## config.mk

```make
export PLATFORM = sky130hd
export DESIGN_NAME = cache_replace_data_flat
export DESIGN_NICKNAME = d
export VERILOG_FILES = /design/src/rtl/cache_replace_data_if.sv /design/src/rtl/cache_replace_data.sv /design/src/flat_wrapper.sv
export SDC_FILE = /design/constraint.sdc
export NUM_CORES = 1
export LEC_CHECK = 0
export CELL_PAD_IN_SITES_DETAIL_PLACEMENT = 1
export CELL_PAD_IN_SITES_GLOBAL_PLACEMENT = 1
export CORE_ASPECT_RATIO = 1.1
export CORE_MARGIN = 8
export CORE_UTILIZATION = 26
export DETAILED_ROUTE_END_ITERATION = 7
export PLACE_DENSITY = 0.77
export SYNTH_ARGS = -nofsm -noshare
export SYNTH_HDL_FRONTEND = slang
export SYNTH_SLANG_ARGS = --single-unit
export TNS_END_PERCENT = 50
```

## constraint.sdc

```tcl
create_clock -name clk -period 5.3 [get_ports clk]
set_clock_uncertainty 0.1 [all_clocks]
set_input_delay 0.795 -clock clk [delete_from_list [all_inputs] [get_ports clk]]
set_output_delay 0.795 -clock clk [all_outputs]
set_load 0.01 [all_outputs]
```

## src/rtl/cache_replace_data_if.sv

```systemverilog
// Word-wide memory bus between the line-replacement engine and memory.
// waitRequest stalls a request; readDataValid strobes in-order read data.
interface cache_replace_data_if;
    logic [31:0] address;
    logic        read;
    logic        write;
    logic [31:0] writeData;
    logic        waitRequest;
    logic [31:0] readData;
    logic        readDataValid;

    modport master (
        output address, read, write, writeData,
        input  waitRequest, readData, readDataValid
    );

    modport slave (
        input  address, read, write, writeData,
        output waitRequest, readData, readDataValid
    );
endinterface

```

## src/rtl/cache_replace_data.sv

```systemverilog
// Line-replacement engine: optional dirty write-back, then line refill.
// Build option: CACHE_REPLACE_CRITICAL_WORD_FIRST_EN (critical-word-first refill).
module cache_replace_data #(
    parameter int ADDR_WIDTH      = 8,
    parameter int LINE_WORDS_LOG2 = 2
) (
    input  logic                                   clk,
    input  logic                                   rst_n,
    input  logic                                   start,
    input  logic                                   start_dirty,
    input  logic [1:0]                             start_ch,
    input  logic [ADDR_WIDTH-LINE_WORDS_LOG2-1:0]  start_index,
    input  logic [31:0]                            start_wbAddr,
    input  logic [31:0]                            start_refillAddr,
    output logic                                   busy,
    output logic                                   done,
    output logic                                   sel,
    output logic [ADDR_WIDTH-1:0]                  ri_readAddress,
    output logic [1:0]                             ri_rwChannel,
    input  logic [31:0]                            ri_readData,
    output logic [ADDR_WIDTH-1:0]                  ri_writeAddress,
    output logic [3:0]                             ri_writeByteEnable,
    output logic                                   ri_writeEnable,
    output logic [31:0]                            ri_writeData,
    cache_replace_data_if.master                   mem,
    output logic                                   fwd_valid,
    output logic [31:0]                            fwd_data
);
    localparam int LW = LINE_WORDS_LOG2;
    localparam int IW = ADDR_WIDTH - LINE_WORDS_LOG2;

    typedef logic [LW-1:0] cnt_t;

    typedef enum logic [2:0] {
        IDLE, WB_RD, WB_WR, RF_REQ, RF_WAIT, DONE
    } state_t;

    state_t        state, state_nx;
    logic [1:0]    ch_q;
    logic [IW-1:0] index_q;
    logic [31:0]   wb_addr_q;
    logic [31:0]   rf_base_q;
    cnt_t          wb_cnt, req_cnt, rsp_cnt;
    cnt_t          crit, req_off, rsp_off;
    logic          launch, wb_acc, rf_acc, rsp_fire;

    assign launch   = (state == IDLE) && start;
    assign wb_acc   = (state == WB_WR) && !mem.waitRequest;
    assign rf_acc   = (state == RF_REQ) && !mem.waitRequest;
    assign rsp_fire = mem.readDataValid &&
                      ((state == RF_REQ) || (state == RF_WAIT));

    // Request and response counters run from 0; the line offset adds crit.
    assign req_off = req_cnt + crit;
    assign rsp_off = rsp_cnt + crit;

`ifdef CACHE_REPLACE_CRITICAL_WORD_FIRST_EN
    cnt_t crit_q;
    logic unused_addr;

    // Capture the word offset of the refill address as the first word.
    always_ff @(posedge clk or negedge rst_n) begin
        if (!rst_n)
            crit_q <= '0;
        else if (launch)
            crit_q <= start_refillAddr[LW+1:2];
    end

    assign crit        = crit_q;
    assign unused_addr = ^start_refillAddr[1:0];
    assign fwd_valid   = rsp_fire && (rsp_cnt == '0);
    assign fwd_data    = fwd_valid ? mem.readData : 32'h0;
`else
    logic unused_addr;

    assign crit        = '0;
    assign unused_addr = ^start_refillAddr[LW+1:0];
    assign fwd_valid   = 1'b0;
    assign fwd_data    = 32'h0;
`endif

    // State register.
    always_ff @(posedge clk or negedge rst_n) begin
        if (!rst_n)
            state <= IDLE;
        else
            state <= state_nx;
    end

    // Latch the request; later start pulses are ignored until IDLE.
    always_ff @(posedge clk or negedge rst_n) begin
        if (!rst_n) begin
            ch_q      <= '0;
            index_q   <= '0;
            wb_addr_q <= '0;
            rf_base_q <= '0;
        end else if (launch) begin
            ch_q      <= start_ch;
            index_q   <= start_index;
            wb_addr_q <= start_wbAddr;
            rf_base_q <= {start_refillAddr[31:LW+2], {(LW+2){1'b0}}};
        end
    end

    // Word counters; each wraps to 0 after the last word of the line.
    always_ff @(posedge clk or negedge rst_n) begin
        if (!rst_n) begin
            wb_cnt  <= '0;
            req_cnt <= '0;
            rsp_cnt <= '0;
        end else if (launch) begin
            wb_cnt  <= '0;
            req_cnt <= '0;
            rsp_cnt <= '0;
        end else begin
            if (wb_acc)
                wb_cnt <= wb_cnt + 1'b1;
            if (rf_acc)
                req_cnt <= req_cnt + 1'b1;
            if (rsp_fire)
                rsp_cnt <= rsp_cnt + 1'b1;
        end
    end

    // Next state and all port outputs; outputs idle at 0.
    always_comb begin
        state_nx           = state;
        busy               = 1'b0;
        sel                = 1'b0;
        done               = 1'b0;
        ri_rwChannel       = 2'b00;
        ri_readAddress     = '0;
        ri_writeAddress    = '0;
        ri_writeByteEnable = 4'h0;
        ri_writeEnable     = 1'b0;
        ri_writeData       = 32'h0;
        mem.address        = 32'h0;
        mem.read           = 1'b0;
        mem.write          = 1'b0;
        mem.writeData      = 32'h0;

        if (state != IDLE) begin
            busy         = 1'b1;
            sel          = 1'b1;
            ri_rwChannel = ch_q;
        end

        // A response lands in the array the cycle it arrives.
        if (rsp_fire) begin
            ri_writeEnable     = 1'b1;
            ri_writeByteEnable = 4'hF;
            ri_writeAddress    = {index_q, rsp_off};
            ri_writeData       = mem.readData;
        end

        unique case (state)
            IDLE: begin
                if (start)
                    state_nx = start_dirty ? WB_RD : RF_REQ;
            end
            WB_RD: begin
                ri_readAddress = {index_q, wb_cnt};
                state_nx       = WB_WR;
            end
            WB_WR: begin
                ri_readAddress = {index_q, wb_cnt};
                mem.write      = 1'b1;
                mem.writeData  = ri_readData;
                mem.address    = wb_addr_q +
                                 {{(30-LW){1'b0}}, wb_cnt, 2'b00};
                if (wb_acc)
                    state_nx = (&wb_cnt) ? RF_REQ : WB_RD;
            end
            RF_REQ: begin
                mem.read    = 1'b1;
                mem.address = rf_base_q +
                              {{(30-LW){1'b0}}, req_off, 2'b00};
                if (rsp_fire && (&rsp_cnt))
                    state_nx = DONE;
                else if (rf_acc && (&req_cnt))
                    state_nx = RF_WAIT;
            end
            RF_WAIT: begin
                if (rsp_fire && (&rsp_cnt))
                    state_nx = DONE;
            end
            DONE: begin
                done     = 1'b1;
                state_nx = IDLE;
            end
            default: state_nx = IDLE;
        endcase
    end
endmodule

```

## src/flat_wrapper.sv

```systemverilog
// flat-port wrapper written by rule: the top's interface ports become plain ports
module cache_replace_data_flat 
#(
    parameter int ADDR_WIDTH      = 8,
    parameter int LINE_WORDS_LOG2 = 2
)
  (clk, rst_n, start, start_dirty, start_ch, start_index, start_wbAddr, start_refillAddr, busy, done, sel, ri_readAddress, ri_rwChannel, ri_readData, ri_writeAddress, ri_writeByteEnable, ri_writeEnable, ri_writeData, fwd_valid, fwd_data, mem_address, mem_read, mem_write, mem_writeData, mem_waitRequest, mem_readData, mem_readDataValid);
  cache_replace_data_if mem_i ();
  input  logic clk;
  input  logic rst_n;
  input  logic start;
  input  logic start_dirty;
  input  logic [1:0] start_ch;
  input  logic [ADDR_WIDTH-LINE_WORDS_LOG2-1:0] start_index;
  input  logic [31:0] start_wbAddr;
  input  logic [31:0] start_refillAddr;
  output logic busy;
  output logic done;
  output logic sel;
  output logic [ADDR_WIDTH-1:0] ri_readAddress;
  output logic [1:0] ri_rwChannel;
  input  logic [31:0] ri_readData;
  output logic [ADDR_WIDTH-1:0] ri_writeAddress;
  output logic [3:0] ri_writeByteEnable;
  output logic ri_writeEnable;
  output logic [31:0] ri_writeData;
  output logic fwd_valid;
  output logic [31:0] fwd_data;
  output wire logic [$bits(mem_i.address)-1:0] mem_address;
  output wire logic [$bits(mem_i.read)-1:0] mem_read;
  output wire logic [$bits(mem_i.write)-1:0] mem_write;
  output wire logic [$bits(mem_i.writeData)-1:0] mem_writeData;
  input wire logic [$bits(mem_i.waitRequest)-1:0] mem_waitRequest;
  input wire logic [$bits(mem_i.readData)-1:0] mem_readData;
  input wire logic [$bits(mem_i.readDataValid)-1:0] mem_readDataValid;
  assign mem_address = mem_i.address;
  assign mem_read = mem_i.read;
  assign mem_write = mem_i.write;
  assign mem_writeData = mem_i.writeData;
  assign mem_i.waitRequest = mem_waitRequest;
  assign mem_i.readData = mem_readData;
  assign mem_i.readDataValid = mem_readDataValid;
  cache_replace_data #(.ADDR_WIDTH(ADDR_WIDTH), .LINE_WORDS_LOG2(LINE_WORDS_LOG2)) u_core (.clk(clk), .rst_n(rst_n), .start(start), .start_dirty(start_dirty), .start_ch(start_ch), .start_index(start_index), .start_wbAddr(start_wbAddr), .start_refillAddr(start_refillAddr), .busy(busy), .done(done), .sel(sel), .ri_readAddress(ri_readAddress), .ri_rwChannel(ri_rwChannel), .ri_readData(ri_readData), .ri_writeAddress(ri_writeAddress), .ri_writeByteEnable(ri_writeByteEnable), .ri_writeEnable(ri_writeEnable), .ri_writeData(ri_writeData), .mem(mem_i), .fwd_valid(fwd_valid), .fwd_data(fwd_data));
endmodule
```

==> out/summary.txt <==
Vias in the first global route: 4670
Die ar.: 23390 um2
Netlist cell types: 42
Final Hold Viols: 0
Initial antenna violation count: 0
Reg2reg end: u_core.wb_addr_q[8]
Final Cycle Share: 70.93%
DRC Markers: 0
Worst IR Drop VDD: 0.1868 mV
Cells after DPL: 957
Clock share of power: 17.6%
Clock H-tree levels: 3
First-pass DRT Iterations: 4
Switch share: 36.96%
Ratio of cells with drive above 1 in the final layout: 11.37%
Flop and latch count out of synthesis: 77
Max Slew Vio Count: 0
Primary FF master, synth: dfrtp_1
Leak: 3.207 nW
Bufs on Longest Clock Path: 2
Cell internal pwr: 2.425 mW
Cell Rows: 52
Number of vias per cell: 4.428
Chip width: 146.5 um
Combinational power share: 52.5%
Critical Path Start Type: flip-flop
Setup TNS: 0 ns
Max Cap Violations: 0
Max frequency: 0.2660 GHz
Crit path max fanout: 9
Core ar.: 18410 um2
Worst r2r src: u_core.state[1]
Final wirelength: 18120 um
Total CTS buffers: 9
Min Tclk post-route: 3.759 ns
First-pass GRT wire length: 28360 um
Avg Synthesized Cell Area: 10.13 um2
CTS Hold Bufs: 0
Starting Density: 26.47%
Worst-Skew Late Latency: 0.33 ns
Ys async rst share: 100.0%
Root Driver: clkbuf_16
Inserted Diodes: 0
Setup crit start: u_core.wb_cnt[0]
Mapped Area: 4873 um2
Layout net count: 873
Core Util, Final: 42.52%
Chip Height: 159.6 um
Crit. End Element: primary output
Count of final setup violators: 0
Placer Congestion: 0.7962
R2R setup slack: 2.77 ns
Worst hold path type: input pin to async pin
Hold WS: 0.3520 ns
Clock Sinks: 77
Worst Setup Path Type: flip-flop to primary output
Number of DRC markers in iteration 0: 121
Crit path to: mem_address[28]
Critical Path RT: 4.41 ns
PostCTS Resize Cnt: 0
TritonCTS clock tree: done
Reg2Reg Depth: 4
PortBufs: 261
Top Ports: 299
Worst-Margin Slew: 1.025 ns
Flop pwr share: 30.0%
Total power: 3.846 mW
Non-filler cells, final: 973
RSZ-0062 raised after global routing: no
CP max-delay cell: clkdlybuf4s50_1
Worst EP arrival: 2.86 ns
Register area: 1927 um2
Max incr delay on CP: 0.56 ns
Setup Fix Bufs, Post-CTS: 0
CP Cell Sequence: ha_1, fa_1, nand4_1, nor2_2, nand4_1, xor2_1, o21ai_1, clkdlybuf4s50_1
Number of synthesized flops with an enable pin: 0
Post-Syn Instances: 481
Clock-pin slew on the worst setup and hold paths: 0.06 ns
Total number of vias: 4308
Avg WL per Cell: 18.62 um
Synth Warn #: 0
Area Overhead vs Synth: 60.64%
Pwr dens: 491.3 nW/um2
DPL Wire Length: 14480 um
Gr usage total: 15.32%
Most used cell, CP: nand4_1
Sequential fraction of the synthesis area: 39.54%
Outcome: completed
Grt total ovfl: 0
Fill cells: 2072
Final ANT Viol Nets: 0
Max_slew headroom: 31.67%
Psw: 1.422 mW
Pin count of the biggest net entering global routing: 76
Area of the multi-input gates: 2606 um2
-- state kept, by name, summed over array words and instances, names as in the netlist --
| signal | count |
|---|---|
| u_core.ch_q | 2 |
| u_core.rf_base_q | 28 |
| u_core.rsp_cnt | 2 |
| u_core.req_cnt | 2 |
| u_core.index_q | 6 |
| u_core.state | 3 |
| u_core.wb_addr_q | 32 |
| u_core.wb_cnt | 2 |
-- synthesized netlist by cell type (all sizes together), types with 4 or more instances --
master | count | area share [%]
clkbuf | 12 | 0.92
mux2 | 67 | 15
nand2 | 36 | 2.9
o21ai | 29 | 3.0
xor2 | 19 | 3.4
dfrtp | 77 | 40
a22o | 5 | 0.90
nor2 | 14 | 1.2
inv | 5 | 0.39
nor2b | 4 | 0.51
xnor2 | 13 | 2.3
nand3 | 12 | 1.7
ha | 5 | 1.3
and2 | 51 | 6.6
and3 | 38 | 4.9
nor3 | 6 | 1.2
a21oi | 5 | 0.51
buf | 53 | 8.2
nand4 | 12 | 1.5
-- cell usage in the layout, fill, tap and decap left out, types with 4 or more instances in the layout --
cell             synthesis  routed
xnor2_1                 13      13
o21ai_1                 15      15
mux2_1                  18      18
nand4_1                 12      12
xor2_1                  19      19
ha_1                     5       5
mux2_2                  49      49
clkdlybuf4s50_1          0     260
dfrtp_1                 77      77
and3_1                  38      38
a22o_1                   5       5
nor2b_1                  4       4
o21ai_0                 14      14
clkbuf_16                0       9
and2_1                  50      50
a21oi_1                  5       5
nor2_2                   3       4
inv_1                    5       5
nand2_1                 35      35
nor2_1                  11      10
conb_1                   1      33
nand3_1                 10      10
buf_4                   41       6
-- routing by layer --
layer | global-route usage, % | routed length [um] | vias up | part of all wire (%)
li1 | - | - | 2069 | -
met5 | 0 | 0 | - | 0
met2 | 27.91 | 9391 | 173 | 52
met3 | 5.770 | 1426 | 8 | 7.9
met1 | 16.63 | 7172 | 2058 | 40
met4 | 2.813 | 130 | 0 | 0.72
-- power by group through the flow --
stage | registers, mW | logic [mW] | clock network [mW]
finish | 1.15 | 2.02 | 0.675
floorplan | 1.07 | 1.18 | 0
CTS | 1.16 | 2.07 | 0.697
global route | 1.21 | 2.21 | 0.721
detailed placement | 1.17 | 2.06 | 0
global placement | 1.15 | 2.02 | 0
-- cells by family (layout without fill, tap and decap cells) --
| kind of cell | Yosys count | in the layout | share of synthesized area [%] |
|---|---|---|---|
| AND/OR/NAND/NOR | 181 | 181 | 22.16 |
| flip-flops | 77 | 77 | 39.54 |
| buffers and inverters | 70 | 287 | 9.499 |
| multiplexers | 69 | 69 | 15.89 |
| AO/OA/AOI/OAI | 45 | 45 | 5.391 |
| XOR/XNOR | 32 | 32 | 5.751 |
| adder cells (fa/ha/maj) | 6 | 6 | 1.694 |
| other | 1 | 33 | 0.07695 |
-- worst max-delay path, delay by kind of cell, from the launching register on --
kind	cells	cell delay [ns]
xor gates and xnor gates	1	0.19
adders and majority gates	2	0.49
and+or+nand+nor	3	0.76
AOI/OAI and AO/OA	1	0.12
DFF	1	0.41
buffers and inverters	1	0.56
-- worst min-delay path by stage --
stage,start,to,slack (ns),depth (start not counted)
after CTS,rst_n,u_core.wb_addr_q[26],0.36,1
after detailed placement,u_core.ch_q[0],u_core.ch_q[0],0.37,1
after global routing,rst_n,u_core.wb_addr_q[22],0.39,1
after global placement,u_core.ch_q[0],u_core.ch_q[0],0.36,1
final,rst_n,u_core.wb_addr_q[24],0.35,1
after floorplan,u_core.ch_q[0],u_core.ch_q[0],0.35,1
-- through the flow --
| stage | setup slack [ns] | instance area (um2) |
|---|---|---|
| global route | 1.262 | 7829 |
| finish | 1.541 | 7829 |
| floorplan | 2.741 | 4994 |
| CTS | 1.473 | 7829 |
| detailed placement | 1.712 | 7503 |
| global placement | 1.727 | 7503 |
-- layout make-up --
type / count / area share [%]
Inverter: 5 / 0.2397
Multi-Input combinational cell: 366 / 33.29
Sequential cell: 77 / 24.61
Timing Repair Buffer: 266 / 33.82
Tap cell: 243 / 3.884
Clock inverter: 5 / 1.055
Clock buffer: 11 / 3.101
Power figures use the tool's default switching activity.
